<file path="config.mk">
export PLATFORM = sky130hd
export DESIGN_NAME = uart_frame_rx
export DESIGN_NICKNAME = d
export VERILOG_FILES = /design/src/rtl/uart_frame_rx_pkg.sv /design/src/rtl/frame_crc16.sv /design/src/rtl/uart_frame_rx.sv
export SDC_FILE = /design/constraint.sdc
export NUM_CORES = 1
export LEC_CHECK = 0
export BUFFER_PORTS_ARGS = -buffer_cell sky130_fd_sc_hd__buf_2
export CAP_MARGIN = 20
export CORE_UTILIZATION = 59
export CTS_CLUSTER_DIAMETER = 200
export DETAILED_ROUTE_END_ITERATION = 6
export GPL_TIMING_DRIVEN = 0
export PLACE_DENSITY = 0.78
export REMOVE_ABC_BUFFERS = 1
export SYNTH_ARGS = -nofsm -noshare
export SYNTH_HDL_FRONTEND = slang
export SYNTH_SLANG_ARGS = --single-unit
</file>
<file path="constraint.sdc">
create_clock -name CLK -period 2.77 [get_ports CLK]
set_input_delay 0.554 -clock CLK [delete_from_list [all_inputs] [get_ports CLK]]
set_output_delay 0.554 -clock CLK [all_outputs]
set_load 0.05 [all_outputs]
</file>
<file path="src/rtl/uart_frame_rx_pkg.sv">
// rtl/uart_frame_rx_pkg.sv - shared frame constants and FSM encoding for the frame rx/tx pair
package uart_frame_rx_pkg;

  localparam logic [15:0] CRC_POLY      = 16'h1021;
  localparam logic [15:0] CRC_INIT      = 16'hFFFF;
  localparam logic [31:0] DEFAULT_MAGIC = 32'hDABBAD00;

  typedef enum logic [1:0] {
    HUNT    = 2'd0,
    PAYLOAD = 2'd1,
    CRC_HI  = 2'd2,
    CRC_LO  = 2'd3
  } frame_state_t;

endpackage

</file>
<file path="src/rtl/frame_crc16.sv">
// rtl/frame_crc16.sv - one-byte CRC-16/CCITT-FALSE update, MSB first, purely combinational
module frame_crc16
  import uart_frame_rx_pkg::*;
(
  input  logic [15:0] crc_in,
  input  logic [7:0]  data_in,
  output logic [15:0] crc_out
);

  always_comb begin
    crc_out = crc_in;
    for (int i = 7; i >= 0; i--) begin
      if (crc_out[15] ^ data_in[i])
        crc_out = {crc_out[14:0], 1'b0} ^ CRC_POLY;
      else
        crc_out = {crc_out[14:0], 1'b0};
    end
  end

endmodule

</file>
<file path="src/rtl/uart_frame_rx.sv">
// rtl/uart_frame_rx.sv - byte-stream frame receiver: header hunt, payload capture, CRC check, timeout
module uart_frame_rx
  import uart_frame_rx_pkg::*;
#(
  parameter logic [31:0] MAGICNUMBER    = DEFAULT_MAGIC,
  parameter int          PAYLOAD_BYTES  = 2,
  parameter int          TIMEOUT_CYCLES = 16000
) (
  input  logic                       CLK,
  input  logic                       RST_N,
  input  logic                       rx_data_ready,
  input  logic [7:0]                 rx_data,
  output logic [PAYLOAD_BYTES*8-1:0] payload,
  output logic                       frame_valid,
  output logic                       crc_error,
  output logic                       timeout_error,
  output logic                       busy,
  output logic [15:0]                frame_count,
  output logic [7:0]                 error_count
);

  localparam int IW = $clog2(PAYLOAD_BYTES + 1);
  localparam int TW = $clog2(TIMEOUT_CYCLES + 1);

  frame_state_t               state, state_nxt;
  logic [31:0]                hdr;
  logic [31:0]                hdr_shift;
  logic [IW-1:0]              idx;
  logic [15:0]                crc;
  logic [15:0]                crc_nxt;
  logic [7:0]                 crc_hi;
  logic [PAYLOAD_BYTES*8-1:0] stage;
  logic [TW-1:0]              gap_cnt;
  logic                       timeout;
  logic                       strobe;
  logic                       hdr_hit;
  logic                       crc_match;
  logic                       frame_good;
  logic                       frame_bad;

  frame_crc16 u_crc (
    .crc_in  (crc),
    .data_in (rx_data),
    .crc_out (crc_nxt)
  );

  // A timeout wins over a strobe landing in the same cycle; that byte is dropped.
  assign timeout   = (state != HUNT) && (gap_cnt == TW'(TIMEOUT_CYCLES));
  assign strobe    = rx_data_ready && !timeout;
  assign hdr_shift = {hdr[23:0], rx_data};
  assign hdr_hit   = (hdr_shift == MAGICNUMBER);
  assign crc_match = ({crc_hi, rx_data} == crc);
  assign busy      = (state != HUNT);

  always_ff @(posedge CLK or negedge RST_N) begin
    if (!RST_N) state <= HUNT;
    else        state <= state_nxt;
  end

  always_comb begin
    state_nxt  = state;
    frame_good = 1'b0;
    frame_bad  = 1'b0;
    if (timeout) begin
      state_nxt = HUNT;
    end else if (strobe) begin
      case (state)
        HUNT:    if (hdr_hit) state_nxt = PAYLOAD;
        PAYLOAD: if (idx == IW'(PAYLOAD_BYTES - 1)) state_nxt = CRC_HI;
        CRC_HI:  state_nxt = CRC_LO;
        CRC_LO: begin
          state_nxt  = HUNT;
          frame_good = crc_match;
          frame_bad  = !crc_match;
        end
        default: state_nxt = HUNT;
      endcase
    end
  end

  always_ff @(posedge CLK or negedge RST_N) begin
    if (!RST_N) begin
      hdr           <= '0;
      idx           <= '0;
      crc           <= CRC_INIT;
      crc_hi        <= '0;
      stage         <= '0;
      gap_cnt       <= '0;
      payload       <= '0;
      frame_valid   <= 1'b0;
      crc_error     <= 1'b0;
      timeout_error <= 1'b0;
      frame_count   <= '0;
      error_count   <= '0;
    end else begin
      frame_valid   <= frame_good;
      crc_error     <= frame_bad;
      timeout_error <= timeout;

      if (state == HUNT || rx_data_ready || timeout) gap_cnt <= '0;
      else                                          gap_cnt <= gap_cnt + 1'b1;

      if (strobe) begin
        case (state)
          HUNT: begin
            if (hdr_hit) begin
              hdr <= '0;
              idx <= '0;
              crc <= CRC_INIT;
            end else begin
              hdr <= hdr_shift;
            end
          end
          PAYLOAD: begin
            stage[8*idx +: 8] <= rx_data;
            crc               <= crc_nxt;
            idx               <= idx + 1'b1;
          end
          CRC_HI:  crc_hi <= rx_data;
          default: ;
        endcase
      end

      if (frame_good) begin
        payload     <= stage;
        frame_count <= frame_count + 1'b1;
      end
      if ((frame_bad || timeout) && error_count != 8'hFF)
        error_count <= error_count + 1'b1;
    end
  end

endmodule

</file>
==> run summary, run 1 <==
CTS sink cnt = 125
data required time of the worst path = 3.17 ns
utilization after layout = 70.24%
worst reg2reg startpoint = state[0]
Leak = 0.003297 µW
Finished Cell Area = 6834 µm²
drt wl/cell = 16.28 µm
YS warnings = 0
final setup vio count = 0
diodes inserted = 0
Vias/cell = 5.594
grt total ovfl = 0
worst reg2reg setup slack = 0.14 ns
Post-synth ARST share = 100.0%
relative slew slack = 41.73%
# fillers = 677
top post-synthesis cells by area = dfrtp_1 (46%), mux2_2 (9.5%), dfstp_2 (7.1%), xor2_1 (6.2%), nand2_1 (4.3%)
number of H-tree levels = 4
dpl cells = 694
Min Hold Slack = 0.3793 ns
die area = 10,400 µm²
failing checks = DRC
Critical Path Source Type = flip-flop
global-route wire length before repair = 19,280 µm
WL final = 11,830 µm
clk buf depth = 2
fin. max-slew vios = 0
Synth top cells by count = dfrtp_1 (109), nand2_1 (67), mux2_2 (50), xor2_1 (42), o21ai_0 (31)
DR DRC count = 1
Num CTS Buffers = 17
Mapped Cells = 532
HP Class = in -> reg
IO Port Bufs = 54
floorplan row count = 36
largest net degree at the start of global routing = 79
EDFF count, synth = 0
Fin Clk Skew = 0.007070 ns
register area share after synthesis = 53.36%
Max VDD drop = 403.5 µV
slew of the pin with the lowest slew margin = 0.8722 ns
Yosys reg bits = 125
unrepaired setup endpoints after global routing = false
Boundary Pins = 55
antenna violations before repair = 0
Distinct cells, synth = 39
crit path to = hdr[9]
Worst setup EP type = flip-flop
final net count = 605
CP arrival = 3.03 ns
clk slew on worst S/H paths = 0.06 ns
Die W = 102.0 µm
post-DP HPWL = 7511 µm
Die Height = 102.0 µm
crit path time final = 2.628 ns
area grow syn2layout = 15.84%
Worst R2R End = hdr[9]
share of layout cells above drive strength 1 = 28.28%
Post-Layout Cell Count = 727
CTS tree = done
Avg Inst Size Synth = 11.09 µm²
Max FO, Critical Path = 25
max cap viols = 0
status = complete, but fails checks
core area = 9729 µm²
final worst-path cycle share = 94.87%
Post-DP Area = 6243 µm²
area leader, netlist = dfrtp_1
Primary FF master, synth = dfrtp_1
count leader, synth = dfrtp_1
GPL Wtd Cong = 0.7876
Power Density = 603.3 nW/µm²
Pre-antenna DRT Iters = 6
Final ANT Viol Nets = 0
hold path depth = 3
Clk Tree Root Cell = clkbuf_8
worst-case reg-to-reg path depth = 8
Worst-Skew Late Latency = 0.52 ns
initial drt markers = 161
share of the synthesized area in the top cell type = 46.24%
endpoints failing hold = 0
synthesized area = 5899 µm²
vias in the first global route = 3,906
fmax = 0.3805 GHz
Vias = 4,067
CP Launch Point = state[0]
type of the worst setup path = reg -> reg
initial core utilization = 60.64%
GRT Overall Usage = 24.53%
## flip-flops by register name, summed over array words and instances, names as in the netlist, 8 cells and up
signal / cells
crc: 16
error_count: 8
frame_count: 16
stage: 16
hdr: 24
payload: 16
crc_hi: 8
gap_cnt: 14
## cells in the final DEF (no fill, tap or decap), drive strengths merged
cell         Yosys  layout
inv             21      21
o21a             1       1
and4bb           1       1
nor3b            2       2
clkbuf          14      20
nor2            29      29
bufinv           0       1
and3             7       7
and2             1       1
ha              12      12
mux2            50      50
dlygate4sd3      0       1
o21ai           31      31
a31oi            1       1
xnor2           26      26
nand3           28      28
nor4b            4       4
a21oi            2       2
o32a             1       1
or3              4       4
nand4b           4       4
nor4            10      10
nor2b            1       1
clkinv           1       6
dfstp           16      16
nand2           68      68
xor2            42      42
nor3             9       9
nand4            8       8
o2bb2ai          2       2
buf             13      57
nand2b           2       2
nand4bb          1       1
dfrtp          109     109
mux2i           11      11
clkinvlp         0       5
## how the worst min path moves through the flow
stage | startpoint | to | slack [ns]
floorplan | RST_N | crc_error | 0.26
global placement | frame_count[15] | frame_count[15] | 0.45
detailed placement | stage[3] | stage[3] | 0.47
CTS | rx_data_ready | crc_error | 0.36
global route | rx_data[7] | stage[7] | 0.39
finish | rx_data_ready | crc_error | 0.38
## critical path: stages, from the launching register on
cell and delay [ns]:
dfrtp_1 0.42, inv_1 0.11, ha_2 0.25, nor4b_1 0.30
and4bb_2 0.27, nand2_2 0.11, nand3_1 0.49, buf_16 0.23
mux2_2 0.34
## metal layers
metal,global-route usage [%],share of wire [%]
met3,5.609,4.7
met4,10.22,1.7
met5,0,0
met1,32.70,45
met2,38.87,49
## timing repair
item                                    in CTS  in global routing
buffers inserted                             0                  1
endpoints found under the hold margin       47                  0
pin swaps                                    0                  1
hold buffers                                 1                  0
resized for setup                            3                  4
endpoints found under the setup margin      37                 41
## cell families after synthesis
logic type / after synthesis / share of synthesized area [%]
buffers and inverters: 49 / 4.008
muxes: 61 / 11.41
AOI/OAI and AO/OA: 38 / 3.500
adders and majority gates: 12 / 2.545
and+or+nand+nor: 179 / 15.08
DFF: 125 / 53.36
xor gates and xnor gates: 68 / 10.10
## power by group
group          leakage (µW)  total (µW)  internal [µW]  switching, µW
combinational       0.00141         186           75.1            111
clock              0.000264        2030           1250            784
sequential          0.00163        1910           1870           32.1
total               0.00330        4120           3200            927
## per-stage QoR
| stage | power, µW | setup slack [ns] | setup TNS [ns] |
|---|---|---|---|
| after global placement | 2103 | -0.4501 | -55.30 |
| after detailed placement | 2121 | -0.4969 | -16.62 |
| after global routing | 4266 | 0.04575 | 0 |
| final | 4123 | 0.1422 | 0 |
| after CTS | 4154 | 0.02246 | 0 |
| after floorplan | 2023 | 0.2066 | 0 |
## final cells by class
| cell class | count | area, µm² | area share, % |
|---|---|---|---|
| inverters | 22 | 88.84 | 1.300 |
| flip-flops and latches | 125 | 3148 | 46.06 |
| well taps | 133 | 166.4 | 2.435 |
| repair buffers | 58 | 349.1 | 5.108 |
| clock inverters | 11 | 93.84 | 1.373 |
| clock buffers | 20 | 455.4 | 6.664 |
| multi-input cells | 358 | 2532 | 37.06 |
Power figures use the tool's default switching activity.
==> run 2: changes to the inputs <==
Clock period 2.77 ns to 2.8 ns, I/O delays scaled along.
==> run summary, run 2 (same netlist as run 1, synthesis figures left out) <==
status = complete, but fails checks (unchanged)
failing checks = DRC (unchanged)
number of H-tree levels = 4 (unchanged)
GPL Wtd Cong = 0.7876 (unchanged)
met2 Use GR = 38.87% (unchanged)
CTS tree = done (unchanged)
post-DP HPWL = 7511 µm (unchanged)
dpl cells = 694 (unchanged)
fin. max-slew vios = 0 (unchanged)
Num CTS Buffers = 17 (unchanged)
Max FO, Critical Path = 25 (unchanged)
share of layout cells above drive strength 1 = 27.95% (was 28.28%)
unrepaired setup endpoints after global routing = true (was false)
Boundary Pins = 55 (unchanged)
Clk Tree Root Cell = clkbuf_8 (unchanged)
die area = 10,400 µm² (unchanged)
Worst-Skew Late Latency = 0.52 ns (about the same)
Max VDD drop = 403.7 µV (was 403.5 µV)
core area = 9729 µm² (unchanged)
final worst-path cycle share = 96.64% (was 94.87%)
endpoints failing hold = 0 (unchanged)
drt wl/cell = 16.37 µm (was 16.28 µm)
M3 GR Usage = 5.609% (unchanged)
relative slew slack = 42.20% (was 41.73%)
max cap viols = 0 (unchanged)
Fin Clk Skew = 0.007386 ns (was 0.007070 ns)
fmax = 0.3696 GHz (was 0.3805 GHz)
initial drt markers = 147 (was 161)
clk slew on worst S/H paths = 0.06 ns (about the same)
max reg flops = 24 (unchanged)
Finished Cell Area = 6829 µm² (was 6834 µm²)
global-route wire length before repair = 19,280 µm (unchanged)
Worst setup EP type = flip-flop (unchanged)
grt total ovfl = 0 (unchanged)
final setup vio count = 0 (unchanged)
Vias/cell = 5.653 (was 5.594)
HP Class = in -> reg (unchanged)
diodes inserted = 0 (unchanged)
antenna violations before repair = 0 (unchanged)
Die Height = 102.0 µm (unchanged)
IO Port Bufs = 54 (unchanged)
largest net degree at the start of global routing = 79 (unchanged)
met1 GRT Util = 32.70% (unchanged)
Final ANT Viol Nets = 0 (unchanged)
initial core utilization = 60.64% (unchanged)
Most flops, register = hdr (unchanged)
Critical Path Source Type = flip-flop (unchanged)
GR peak layer = met2 (unchanged)
Post-Layout Cell Count = 727 (unchanged)
DR DRC count = 1 (unchanged)
vias in the first global route = 3,906 (unchanged)
CTS sink cnt = 125 (unchanged)
CP arrival = 3.11 ns (was 3.03 ns)
Vias = 4,110 (was 4,067)
Power Density = 598.4 nW/µm² (was 603.3 nW/µm²)
most frequent cells in the layout = dfrtp_1 (109), nand2_1 (67), buf_2 (53) (unchanged)
GRT Overall Usage = 24.53% (unchanged)
Pre-antenna DRT Iters = 6 (unchanged)
Die W = 102.0 µm (unchanged)
data required time of the worst path = 3.20 ns (was 3.17 ns)
Leak = 0.003299 µW (was 0.003297 µW)
clk buf depth = 2 (unchanged)
floorplan row count = 36 (unchanged)
area grow syn2layout = 15.76% (was 15.84%)
slew of the pin with the lowest slew margin = 0.8651 ns (was 0.8722 ns)
crit path time final = 2.706 ns (was 2.628 ns)
Post-DP Area = 6243 µm² (unchanged)
final net count = 605 (unchanged)
type of the worst setup path = reg -> reg (unchanged)
commonest non-fill, non-tap cell in the layout = dfrtp_1 (unchanged)
WL final = 11,900 µm (was 11,830 µm)
run 2: cell counts in the layout (fill, tap and decap cells not counted):
Identical to the previous run, type by type.
run 2: area by class of cell:
| cell class | instances | area [µm²] |
|---|---|---|
| multi-input cells | 358 | 2527 |
| fillers | 677 | 2900 |
| inverters | 22 | 88.84 |
| well taps | 133 | 166.4 |
| clock inverters | 11 | 93.84 |
| clock buffers | 20 | 455.4 |
| repair buffers | 58 | 349.1 |
| flip-flops and latches | 125 | 3148 |
run 2: through the flow:
step                util (%)  hold WS, ns  power (µW)  setup slack (ns)    TNS, ns
global placement       63.54       0.4532        2081           -0.4261     -51.24
CTS                    69.98       0.3624        4109           0.02274          0
detailed placement     64.17       0.4690        2098           -0.4729     -15.35
floorplan                  -       0.2644        2001            0.2366          0
finish                 70.19       0.3816        4087           0.09411          0
global route           70.19       0.4009        4220         -0.004665  -0.009540
run 2: power breakdown:
group          switching [µW]  total [µW]  internal (µW)
clock network             782        2020           1230
registers                31.9        1890           1850
logic                     111         185           74.2
total                     925        4090           3160
run 2: path summary, 6_finish.rpt:
| kind | slack, ns | depth (start not counted) | from | end |
|---|---|---|---|---|
| worst max-delay path | 0.09 | 8 | state[0] | hdr[9] |
| worst min-delay path | 0.38 | 3 | rx_data_ready | crc_error |
| worst max register to register | 0.09 | 8 | state[0] | hdr[9] |
| worst min register to register | 0.48 | 2 | hdr[17] | hdr[17] |
| max in group asynchronous | 1.48 | 3 | RST_N | crc[13] |
| min in group asynchronous | 0.55 | 2 | RST_N | frame_count[14] |
run 2: critical path: stages (launching register included):
cell and delay (ns):
dfrtp_1 0.41, inv_1 0.11, ha_1 0.31, nor4b_1 0.32
and4bb_2 0.27, nand2_2 0.11, nand3_1 0.49, buf_16 0.23
mux2_2 0.34
run 2: timing repair:
| item | CTS | global route |
|---|---|---|
| gates resized for setup | 2 | 4 |
| endpoints found under the setup margin | 34 | 34 |
| cloned | 0 | 0 |
| buffers inserted | 0 | 1 |
| hold endpoints to repair | 47 | 0 |
| hold buffers | 1 | 0 |
| pin swaps | 0 | 1 |
run 2: layer usage:
| metal | routed length [µm] | vias to the layer above |
|---|---|---|
| met5 | 0 | - |
| li1 | - | 1904 |
| met2 | 5824 | 118 |
| met3 | 545 | 20 |
| met4 | 201 | 0 |
| met1 | 5328 | 2068 |
